--- config.mk ---
export PLATFORM = sky130hd
export DESIGN_NAME = riscv_lsu_ctrl
export DESIGN_NICKNAME = d
export VERILOG_FILES = /design/src/rtl/riscv_lsu_ctrl.sv
export SDC_FILE = /design/constraint.sdc
export NUM_CORES = 1
export LEC_CHECK = 0
export BUFFER_PORTS_ARGS = -buffer_cell sky130_fd_sc_hd__buf_2
export CORE_ASPECT_RATIO = 0.5
export CORE_MARGIN = 2
export CORE_UTILIZATION = 40
export CTS_BUF_LIST = sky130_fd_sc_hd__clkbuf_8 sky130_fd_sc_hd__clkbuf_16
export DETAILED_ROUTE_END_ITERATION = 7
export GPL_ROUTABILITY_DRIVEN = 0
export HOLD_SLACK_MARGIN = 0.1
export PLACE_DENSITY = 0.7
export SYNTH_ARGS = -nofsm -noshare
export SYNTH_HDL_FRONTEND = slang
export SYNTH_SLANG_ARGS = --single-unit
--- constraint.sdc ---
create_clock -name clk -period 1.9 [get_ports clk]
set_input_delay 0.285 -clock clk [delete_from_list [all_inputs] [get_ports clk]]
set_output_delay 0.285 -clock clk [all_outputs]
set_load 0.01 [all_outputs]
--- src/rtl/riscv_lsu_ctrl.sv ---
// Load/store sequencer between the RV32I MEM stage and a req/gnt/rvalid data-memory port.
// One access in flight; checks alignment/funct3, builds byte enables and lane data, extends loads.
module riscv_lsu_ctrl #(
    parameter int DATA_WIDTH     = 32,
    parameter int ADDR_WIDTH     = 32,
    parameter int TIMEOUT_CYCLES = 255
) (
    input  logic                  clk,
    input  logic                  rst_n,
    input  logic                  req_valid_i,
    output logic                  req_ready_o,
    input  logic                  req_we_i,
    input  logic [2:0]            req_funct3_i,
    input  logic [ADDR_WIDTH-1:0] req_addr_i,
    input  logic [DATA_WIDTH-1:0] req_wdata_i,
    input  logic [4:0]            req_rd_i,
    output logic                  mem_req_o,
    input  logic                  mem_gnt_i,
    output logic                  mem_we_o,
    output logic [ADDR_WIDTH-1:0] mem_addr_o,
    output logic [3:0]            mem_be_o,
    output logic [DATA_WIDTH-1:0] mem_wdata_o,
    input  logic                  mem_rvalid_i,
    input  logic [DATA_WIDTH-1:0] mem_rdata_i,
    output logic                  rsp_valid_o,
    output logic [DATA_WIDTH-1:0] rsp_rdata_o,
    output logic [4:0]            rsp_rd_o,
    output logic                  rsp_err_o,
    output logic                  stall_o
);

    localparam int CW = $clog2(TIMEOUT_CYCLES + 1);

    typedef enum logic [1:0] {
        S_IDLE   = 2'd0,
        S_REQ    = 2'd1,
        S_WAIT_R = 2'd2,
        S_RESP   = 2'd3
    } state_t;

    function automatic logic op_ok(input logic we, input logic [2:0] f3, input logic [1:0] a);
        logic legal;
        logic aligned;
        if (we) begin
            legal = (f3 == 3'b000) || (f3 == 3'b001) || (f3 == 3'b010);
        end else begin
            legal = (f3 == 3'b000) || (f3 == 3'b001) || (f3 == 3'b010) ||
                    (f3 == 3'b100) || (f3 == 3'b101);
        end
        case (f3[1:0])
            2'b01:   aligned = ~a[0];
            2'b10:   aligned = (a == 2'b00);
            default: aligned = 1'b1;
        endcase
        return legal && aligned;
    endfunction

    function automatic logic [3:0] calc_be(input logic [2:0] f3, input logic [1:0] a);
        case (f3[1:0])
            2'b00:   return 4'b0001 << a;
            2'b01:   return 4'b0011 << a;
            default: return 4'b1111;
        endcase
    endfunction

    function automatic logic [31:0] calc_wdata(input logic [2:0] f3, input logic [31:0] w);
        case (f3[1:0])
            2'b00:   return {4{w[7:0]}};
            2'b01:   return {2{w[15:0]}};
            default: return w;
        endcase
    endfunction

    function automatic logic [31:0] extract(input logic [2:0] f3, input logic [1:0] a,
                                            input logic [31:0] rdata);
        logic [31:0] s;
        s = rdata >> {a, 3'b000};
        case (f3)
            3'b000:  return {{24{s[7]}}, s[7:0]};
            3'b100:  return {24'h000000, s[7:0]};
            3'b001:  return {{16{s[15]}}, s[15:0]};
            3'b101:  return {16'h0000, s[15:0]};
            default: return rdata;
        endcase
    endfunction

    state_t                  state_q, state_d;
    logic [CW-1:0]           cnt_q, cnt_d;
    logic                    we_q;
    logic [2:0]              f3_q;
    logic [1:0]              off_q;
    logic [ADDR_WIDTH-1:0]   addr_q;
    logic [3:0]              be_q;
    logic [DATA_WIDTH-1:0]   wdata_q;
    logic [DATA_WIDTH-1:0]   rdata_q;
    logic [4:0]              rd_q;
    logic                    err_q;
    logic                    accept_s;
    logic                    ok_s;
    logic                    to_s;

    assign accept_s = (state_q == S_IDLE) && req_valid_i;
    assign ok_s     = op_ok(req_we_i, req_funct3_i, req_addr_i[1:0]);
    // Counter value TIMEOUT-1 marks the last permitted cycle in REQ/WAIT_R.
    assign to_s     = (cnt_q >= CW'(TIMEOUT_CYCLES - 1));

    // State and timeout counter registers.
    always_ff @(posedge clk or negedge rst_n) begin
        if (!rst_n) begin
            state_q <= S_IDLE;
            cnt_q   <= '0;
        end else begin
            state_q <= state_d;
            cnt_q   <= cnt_d;
        end
    end

    // Next-state logic; a grant or read-data beat wins over the timeout in the same cycle.
    always_comb begin
        state_d = state_q;
        cnt_d   = cnt_q;
        case (state_q)
            S_IDLE: begin
                if (req_valid_i) begin
                    cnt_d   = '0;
                    state_d = ok_s ? S_REQ : S_RESP;
                end else begin
                    state_d = S_IDLE;
                end
            end
            S_REQ: begin
                cnt_d = cnt_q + CW'(1);
                if (mem_gnt_i) begin
                    state_d = we_q ? S_RESP : S_WAIT_R;
                end else if (to_s) begin
                    state_d = S_RESP;
                end else begin
                    state_d = S_REQ;
                end
            end
            S_WAIT_R: begin
                cnt_d = cnt_q + CW'(1);
                if (mem_rvalid_i || to_s) begin
                    state_d = S_RESP;
                end else begin
                    state_d = S_WAIT_R;
                end
            end
            S_RESP:  state_d = S_IDLE;
            default: state_d = S_IDLE;
        endcase
    end

    // Captured request, prepared memory-side fields, and response data/error.
    always_ff @(posedge clk or negedge rst_n) begin
        if (!rst_n) begin
            we_q    <= 1'b0;
            f3_q    <= 3'b000;
            off_q   <= 2'b00;
            addr_q  <= '0;
            be_q    <= 4'b0000;
            wdata_q <= '0;
            rdata_q <= '0;
            rd_q    <= 5'd0;
            err_q   <= 1'b0;
        end else if (accept_s) begin
            we_q    <= req_we_i;
            f3_q    <= req_funct3_i;
            off_q   <= req_addr_i[1:0];
            addr_q  <= {req_addr_i[ADDR_WIDTH-1:2], 2'b00};
            be_q    <= calc_be(req_funct3_i, req_addr_i[1:0]);
            wdata_q <= calc_wdata(req_funct3_i, req_wdata_i);
            rd_q    <= req_rd_i;
            rdata_q <= '0;
            err_q   <= ~ok_s;
        end else if ((state_q == S_WAIT_R) && mem_rvalid_i) begin
            rdata_q <= extract(f3_q, off_q, mem_rdata_i);
        end else if ((((state_q == S_REQ) && !mem_gnt_i) || (state_q == S_WAIT_R)) && to_s) begin
            err_q   <= 1'b1;
        end else begin
            err_q   <= err_q;
        end
    end

    assign req_ready_o = (state_q == S_IDLE);
    assign mem_req_o   = (state_q == S_REQ);
    assign mem_we_o    = we_q;
    assign mem_addr_o  = addr_q;
    assign mem_be_o    = be_q;
    assign mem_wdata_o = wdata_q;
    assign rsp_valid_o = (state_q == S_RESP);
    assign rsp_rdata_o = rdata_q;
    assign rsp_rd_o    = rd_q;
    assign rsp_err_o   = err_q;
    assign stall_o     = ((state_q == S_IDLE) && req_valid_i) || (state_q == S_REQ) ||
                         (state_q == S_WAIT_R);

endmodule
==> impl_metrics.py, run 1 <==
metrics = {
    "cts": {
        "clock_latency_ns": 0.40,
        "cts_tree": "yes",
        "cts-root-buf": "clkbuf_16",
        "clock_path_buffers": 2,
        "clock_sinks": 120,
        "cts_buffers": 17,
        "cts.reportedPaths.clkPinSlew_ns": 0.06,
        "cts_max_level": 4,
    },
    "critical_path": {
        "required_ns": 1.62,
        "crit_path_end_kind": "primary output",
        "critPathKind": "reg2out",
        "worstSetupStartpointType": "flop",
        "crit_arrival_ns": 1.54,
        "reg2reg_depth": 4,
        "cp_max_fo": 4,
    },
    "cells_and_area": {
        "design_area_um2": 8040,
        "final_nets": 994,
        "area_growth_syn_to_layout_pct": 43.8,
        "drive_above_1_share_pct": 31.8,
    },
    "placed_design": {
        "placed_area_um2": 6980,
        "dp_hpwl_mm": 11.3,
        "portBuffers": 218,
    },
    "sta": {
        "setup_violations": 0,
        "fin_crit_sh_pct": 95.8,
        "rsz0062_at_grt": "no",
        "max_freq_ghz": 0.549,
        "finalMaxSlewViolations": 0,
        "tns_ns": 0,
        "fin_skew_ns": 0.00977,
        "hold_viol_final": 0,
        "post-route-min-period_ns": 1.82,
    },
    "drt": {
        "first_pass_iters": 5,
        "wire_per_inst_um": 15.1,
        "top_layer": "met4",
        "drc_errors": 0,
        "drt_wl_total_mm": 16.4,
        "dr_wl_met2_mm": 8.11,
        "via_count": 5417,
        "dr.first_iter.drc_count": 284,
        "vias_per_cell": 5.00,
        "route.met3.wl_mm": 1.04,
        "antenna_left": 0,
        "drt-met1-wl_mm": 6.95,
    },
    "grt": {
        "grt.total_usage_pct": 21.8,
        "grt_pass1_vias": 5225,
        "gr-total-overflow": 0,
        "antenna_found_initial": 4,
        "grt_pass1_wl_mm": 25.7,
        "grt_max_degree": 54,
    },
    "yosys": {
        "yosys-top-cells-count": "nand2_1, dfrtp_1, nor2_1, o21ai_0, a22oi_1",
        "syn-cell-area_um2": 5590,
        "synth_top_cell_by_area": "dfrtp_1",
        "ys.flop_type": "dfrtp_1",
        "synth_top_area_share_pct": 53.7,
        "synthesis.instances": 616,
        "syn_area_per_cell_um2": 9.07,
        "synthArstFlopShare_pct": 100,
        "ys_types": 42,
        "yosys-top-cells-area": "dfrtp_1, nand2_1, o21ai_0",
        "synth_edf_count": 0,
        "yosysMostFrequentCell": "nand2_1",
        "synth_seq_cells": 120,
        "ys_seq_area_share_pct": 53.7,
        "yosysWarnings": 0,
    },
    "status": {
        "status": "finished, final reports clean",
    },
    "worst_hold_path": {
        "holdPathStages": 3,
        "hold_path_class": "in2reg",
    },
    "die": {
        "core_um2": 13600,
        "ios": 221,
        "start_util_pct": 41.1,
        "placementRows": 30,
        "die_width_um": 171,
        "dieArea_um2": 15000,
        "die_h_um": 87.6,
    },
    "power": {
        "leakage_nw": 4.19,
        "vdd_drop_max_mv": 0.721,
        "power.density_nw_per_um2": 1610,
    },
    "job": {
        "drv_cap": 0,
    },
}
[per-stage QoR]
step	setup WS [ns]	utilization, %	hold WS (ns)	total power [W]	std cells
2_1_floorplan	0.156	-	-0.0106	0.00727	617
3_3_place_gp	0.268	51.4	0.209	0.00925	1010
3_5_place_dp	0.194	51.4	0.211	0.00941	1010
4_1_cts	0.0118	59.1	0.104	0.0130	1081
5_1_grt	0.0138	59.1	0.110	0.0138	1082
6_report	0.0797	59.2	0.116	0.0130	1083
[routing by layer]
layer | vias up | global-route usage (%)
li1 | 2598 | -
met1 | 2624 | 26.8
met2 | 169 | 38.2
met3 | 26 | 5.42
met4 | 0 | 7.47
met5 | - | 0
[layout make-up]
| cell class | count | area (um2) |
|---|---|---|
| Inverter | 11 | 41.3 |
| Fill cell | 1189 | 5550 |
| Clock buffer | 23 | 508 |
| Timing Repair Buffer | 276 | 1720 |
| Multi-Input combinational cell | 449 | 2400 |
| Tap cell | 192 | 240 |
| Clock inverter | 9 | 120 |
| Antenna cell | 3 | 7.51 |
| Sequential cell | 120 | 3000 |
[repair_timing]
| item | in CTS | in global routing |
|---|---|---|
| hold buffers | 36 | 0 |
| endpoints found under the hold margin | 56 | 0 |
| cloned | 1 | 0 |
| gates resized for setup | 3 | 3 |
| setup endpoints to repair | 1 | 1 |
| pin swaps | 0 | 0 |
| setup buffers | 2 | 0 |
[path summary, 6_finish.rpt]
kind	end	startpoint	slack [ns]
setup / recovery	stall_o	state_q[0]	0.08
hold / removal	mem_we_o	req_we_i	0.12
setup reg to reg	rsp_rdata_o[20]	off_q[1]	0.16
hold reg to reg	mem_addr_o[22]	mem_addr_o[22]	0.47
max in group asynchronous	rsp_rdata_o[28]	rst_n	0.96
min in group asynchronous	mem_addr_o[5]	rst_n	0.34
[worst max-delay path, stage by stage, from the launching register on]
cell and delay [ns]:
dfrtp_1 0.39, buf_4 0.15, ha_1 0.25, nor2_2 0.15, nand2_1 0.06, buf_2 0.14
[cell families (layout without fill, tap and decap cells)]
logic type / after synthesis / in the layout / share of synthesized area [%]
and+or+nand+nor: 281 / 281 / 20.9
AOI/OAI and AO/OA: 131 / 131 / 14.7
DFF: 120 / 120 / 53.7
buffers and inverters: 48 / 319 / 3.94
muxes: 21 / 21 / 3.87
adders and majority gates: 9 / 9 / 2.01
xor gates and xnor gates: 5 / 5 / 0.783
other: 1 / 5 / 0.0671
[cell usage in the layout, fill, tap and decap left out, types with 10 or more instances in the layout]
master	n
clkbuf_16	17
dfrtp_1	120
inv_1	11
a22oi_1	31
dlygate4sd3_1	36
a21oi_1	10
o21ai_1	10
o21ai_0	50
nor2_1	48
buf_2	217
buf_4	16
nand2_1	185
mux2i_1	19
[power by group]
part | leakage (nW) | switching [W] | internal [W]
Combinational | 2.36 | 0.00301 | 0.00217
Clock | 0.318 | 0.00112 | 0.00226
Sequential | 1.51 | 0.000684 | 0.00371
[sequential cells by signal (all words and copies together) (netlist names)]
signal / cells
rsp_err_o: 1
cnt_q: 8
rsp_rd_o: 5
f3_q: 3
mem_addr_o: 30
mem_we_o: 1
rsp_rdata_o: 32
mem_be_o: 4
off_q: 2
state_q: 2
mem_wdata_o: 32
Power figures use the tool's default switching activity.
==> run 2, diff against run 1 <==
--- a/config.mk
+++ b/config.mk
@@ -5,6 +5,7 @@
 export SDC_FILE = /design/constraint.sdc
 export NUM_CORES = 1
 export LEC_CHECK = 0
+export ABC_AREA = 1
 export BUFFER_PORTS_ARGS = -buffer_cell sky130_fd_sc_hd__buf_2
 export CORE_ASPECT_RATIO = 0.5
 export CORE_MARGIN = 2
@@ -13,7 +14,7 @@
 export DETAILED_ROUTE_END_ITERATION = 7
 export GPL_ROUTABILITY_DRIVEN = 0
 export HOLD_SLACK_MARGIN = 0.1
-export PLACE_DENSITY = 0.7
+export PLACE_DENSITY = 0.69
 export SYNTH_ARGS = -nofsm -noshare
 export SYNTH_HDL_FRONTEND = slang
 export SYNTH_SLANG_ARGS = --single-unit
==> run 2 against run 1 <==
Fmax rose by 3.3%; hold slack improved by 0.023 ns; register-to-register slack improved by 0.02 ns; largest cell class unchanged; flip-flop and latch count did not move.
==> impl_metrics.py, run 2 <==
metrics = {
    "status": {
        "status": "finished, final reports clean",
    },
    "worst_hold_path": {
        "hold_path_class": "in2reg",
    },
    "critical_path": {
        "critPathKind": "reg2out",
        "required_ns": 1.62,
        "worstSetupStartpointType": "flop",
        "crit_arrival_ns": 1.48,
        "cp_max_fo": 9,
        "crit_path_end_kind": "primary output",
    },
    "cells_and_area": {
        "fillers": 1321,
        "area_growth_syn_to_layout_pct": 38.4,
        "drive_above_1_share_pct": 26.7,
        "mostFrequentLayoutCell": "nand2_1",
        "layout_common_cells": "nand2_1, buf_2, dfrtp_1, o21ai_0, inv_1",
        "final_nets": 1149,
        "final_util_pct": 56.4,
    },
    "grt": {
        "grt.total_usage_pct": 23.1,
        "antenna_found_initial": 1,
        "grt_pass1_vias": 5974,
        "grt_pass1_wl_mm": 29.2,
        "grt_max_degree": 62,
        "gr-total-overflow": 0,
    },
    "die": {
        "core_um2": 14400,
        "dieArea_um2": 15700,
        "placementRows": 31,
        "die_width_um": 175,
        "ios": 221,
        "die_h_um": 89.7,
        "start_util_pct": 40.8,
    },
    "sta": {
        "fin_crit_sh_pct": 92.8,
        "post-route-min-period_ns": 1.76,
        "max_freq_ghz": 0.567,
        "setup_violations": 0,
        "fin_skew_ns": 0.0116,
        "rsz0062_at_grt": "no",
        "hold_viol_final": 0,
        "finalMaxSlewViolations": 0,
        "tns_ns": 0,
    },
    "drt": {
        "dr.first_iter.drc_count": 473,
        "antenna_left": 0,
        "first_pass_iters": 6,
        "drt_wl_total_mm": 18.0,
        "vias_per_cell": 4.84,
        "wire_per_inst_um": 14.5,
        "via_count": 6011,
        "drc_errors": 0,
    },
    "cts": {
        "cts_tree": "yes",
        "cts_max_level": 4,
        "cts-root-buf": "clkbuf_16",
        "cts.reportedPaths.clkPinSlew_ns": 0.06,
        "clock_sinks": 120,
        "postCtsSetupRepairBufs": 0,
        "clock_path_buffers": 2,
        "cts_buffers": 17,
        "clock_latency_ns": 0.41,
    },
    "yosys": {
        "ys_types": 27,
        "ys_seq_area_share_pct": 51.1,
        "yosys-top-cells-count": "nand2_1, dfrtp_1, o21ai_0, inv_1, nor2_1",
        "synth_edf_count": 0,
        "synth_seq_cells": 120,
        "syn-cell-area_um2": 5880,
        "yosys-top-cells-area": "dfrtp_1, nand2_1, o21ai_0",
        "synth_top_area_share_pct": 51.1,
        "yosysWarnings": 0,
        "syn_area_per_cell_um2": 7.57,
        "yosysMostFrequentCell": "nand2_1",
        "synth_top_cell_by_area": "dfrtp_1",
        "ys.flop_type": "dfrtp_1",
        "synthesis.instances": 777,
        "synthArstFlopShare_pct": 100,
    },
    "power": {
        "power.switching_w": 0.00537,
        "clkPwrFrac_pct": 23.4,
        "comb_power_share_pct": 42.0,
        "p_int_w": 0.00747,
        "vdd_drop_max_mv": 0.817,
        "leakage_nw": 4.61,
        "power.density_nw_per_um2": 1580,
        "p_seq_share_pct": 34.6,
        "power.share.switching_pct": 41.8,
    },
    "placed_design": {
        "portBuffers": 218,
        "dp_hpwl_mm": 12.3,
    },
    "job": {
        "drv_cap": 0,
    },
}
-- run 2: cell types whose count changed in the layout (fill, tap and decap cells not counted), sizes merged, moves of 14 or more --
cell,before,now
a21oi,11,44
a22oi,31,0
inv,13,67
mux2i,19,0
nand2,186,346
nand3,9,25
o21ai,60,74
-- run 2: layer usage --
metal  vias to the layer above  share of wire [%]  track usage [%]  wire (um)
met1                      2798                 43             29.7       7810
met5                         -                  0                0          0
li1                       2936                  -                -          -
met2                       243                 47             38.3       8520
met4                         0                2.1             8.75        385
met3                        34                7.1             4.99       1290
-- run 2: through the flow --
stage               worst slack [ns]  std cells  instance area (um2)  hold slack [ns]  power, W
CTS                           0.0830       1241                 8140            0.118    0.0129
floorplan                      0.185        778                 5880          -0.0106   0.00761
finish                         0.137       1242                 8140            0.139    0.0128
detailed placement             0.204       1172                 7210            0.270   0.00973
global route                  0.0509       1241                 8140            0.134    0.0138
global placement               0.293       1172                 7210            0.270   0.00962
-- run 2: final cells by class --
type	instances	area (um2)	area share [%]
multi-input combinational	560	2480	30.5
sequential	120	3000	36.9
clock buffer	18	439	5.40
timing repair buffer	270	1630	20.0
antenna	1	2.50	0.0307
tap	198	248	3.04
clock inverter	14	113	1.38
inverter	61	229	2.81
-- run 2: final timing paths --
| kind | start | end | slack (ns) | cells after the start |
|---|---|---|---|---|
| worst max-delay path | state_q[1] | stall_o | 0.14 | 5 |
| worst min-delay path | req_wdata_i[23] | mem_wdata_o[23] | 0.14 | 3 |
| worst max register to register | state_q[1] | cnt_q[4] | 0.18 | 7 |
| worst min register to register | rsp_rd_o[2] | rsp_rd_o[2] | 0.47 | 2 |
| max in group asynchronous | rst_n | cnt_q[7] | 0.88 | 3 |
| min in group asynchronous | rst_n | mem_addr_o[27] | 0.37 | 2 |
-- run 2: timing repair --
action                                  CTS  global route
gates resized for setup                   0             1
endpoints found under the hold margin    68             0
endpoints found under the setup margin    0             1
hold buffers                             37             0
-- run 2: kinds of logic after synthesis --
kind of cell	synth area share (%)
and+or+nand+nor	28.9
adders and majority gates	1.91
other	0.0638
DFF	51.1
buffers and inverters	7.00
AOI/OAI and AO/OA	11.1
-- run 2: power by group through the flow --
stage	clock (W)	sequential, W	combinational, W
after floorplan	0	0.00486	0.00274
after global placement	0	0.00442	0.00520
after detailed placement	0	0.00442	0.00531
after CTS	0.00307	0.00443	0.00538
after global routing	0.00320	0.00457	0.00602
final	0.00301	0.00444	0.00540
-- run 2: critical path, stage by stage, from the launching register on --
cell and delay [ns]:
dfrtp_1 0.40, inv_1 0.09, ha_2 0.23, nand2_4 0.12, nand2_1 0.10, buf_2 0.13
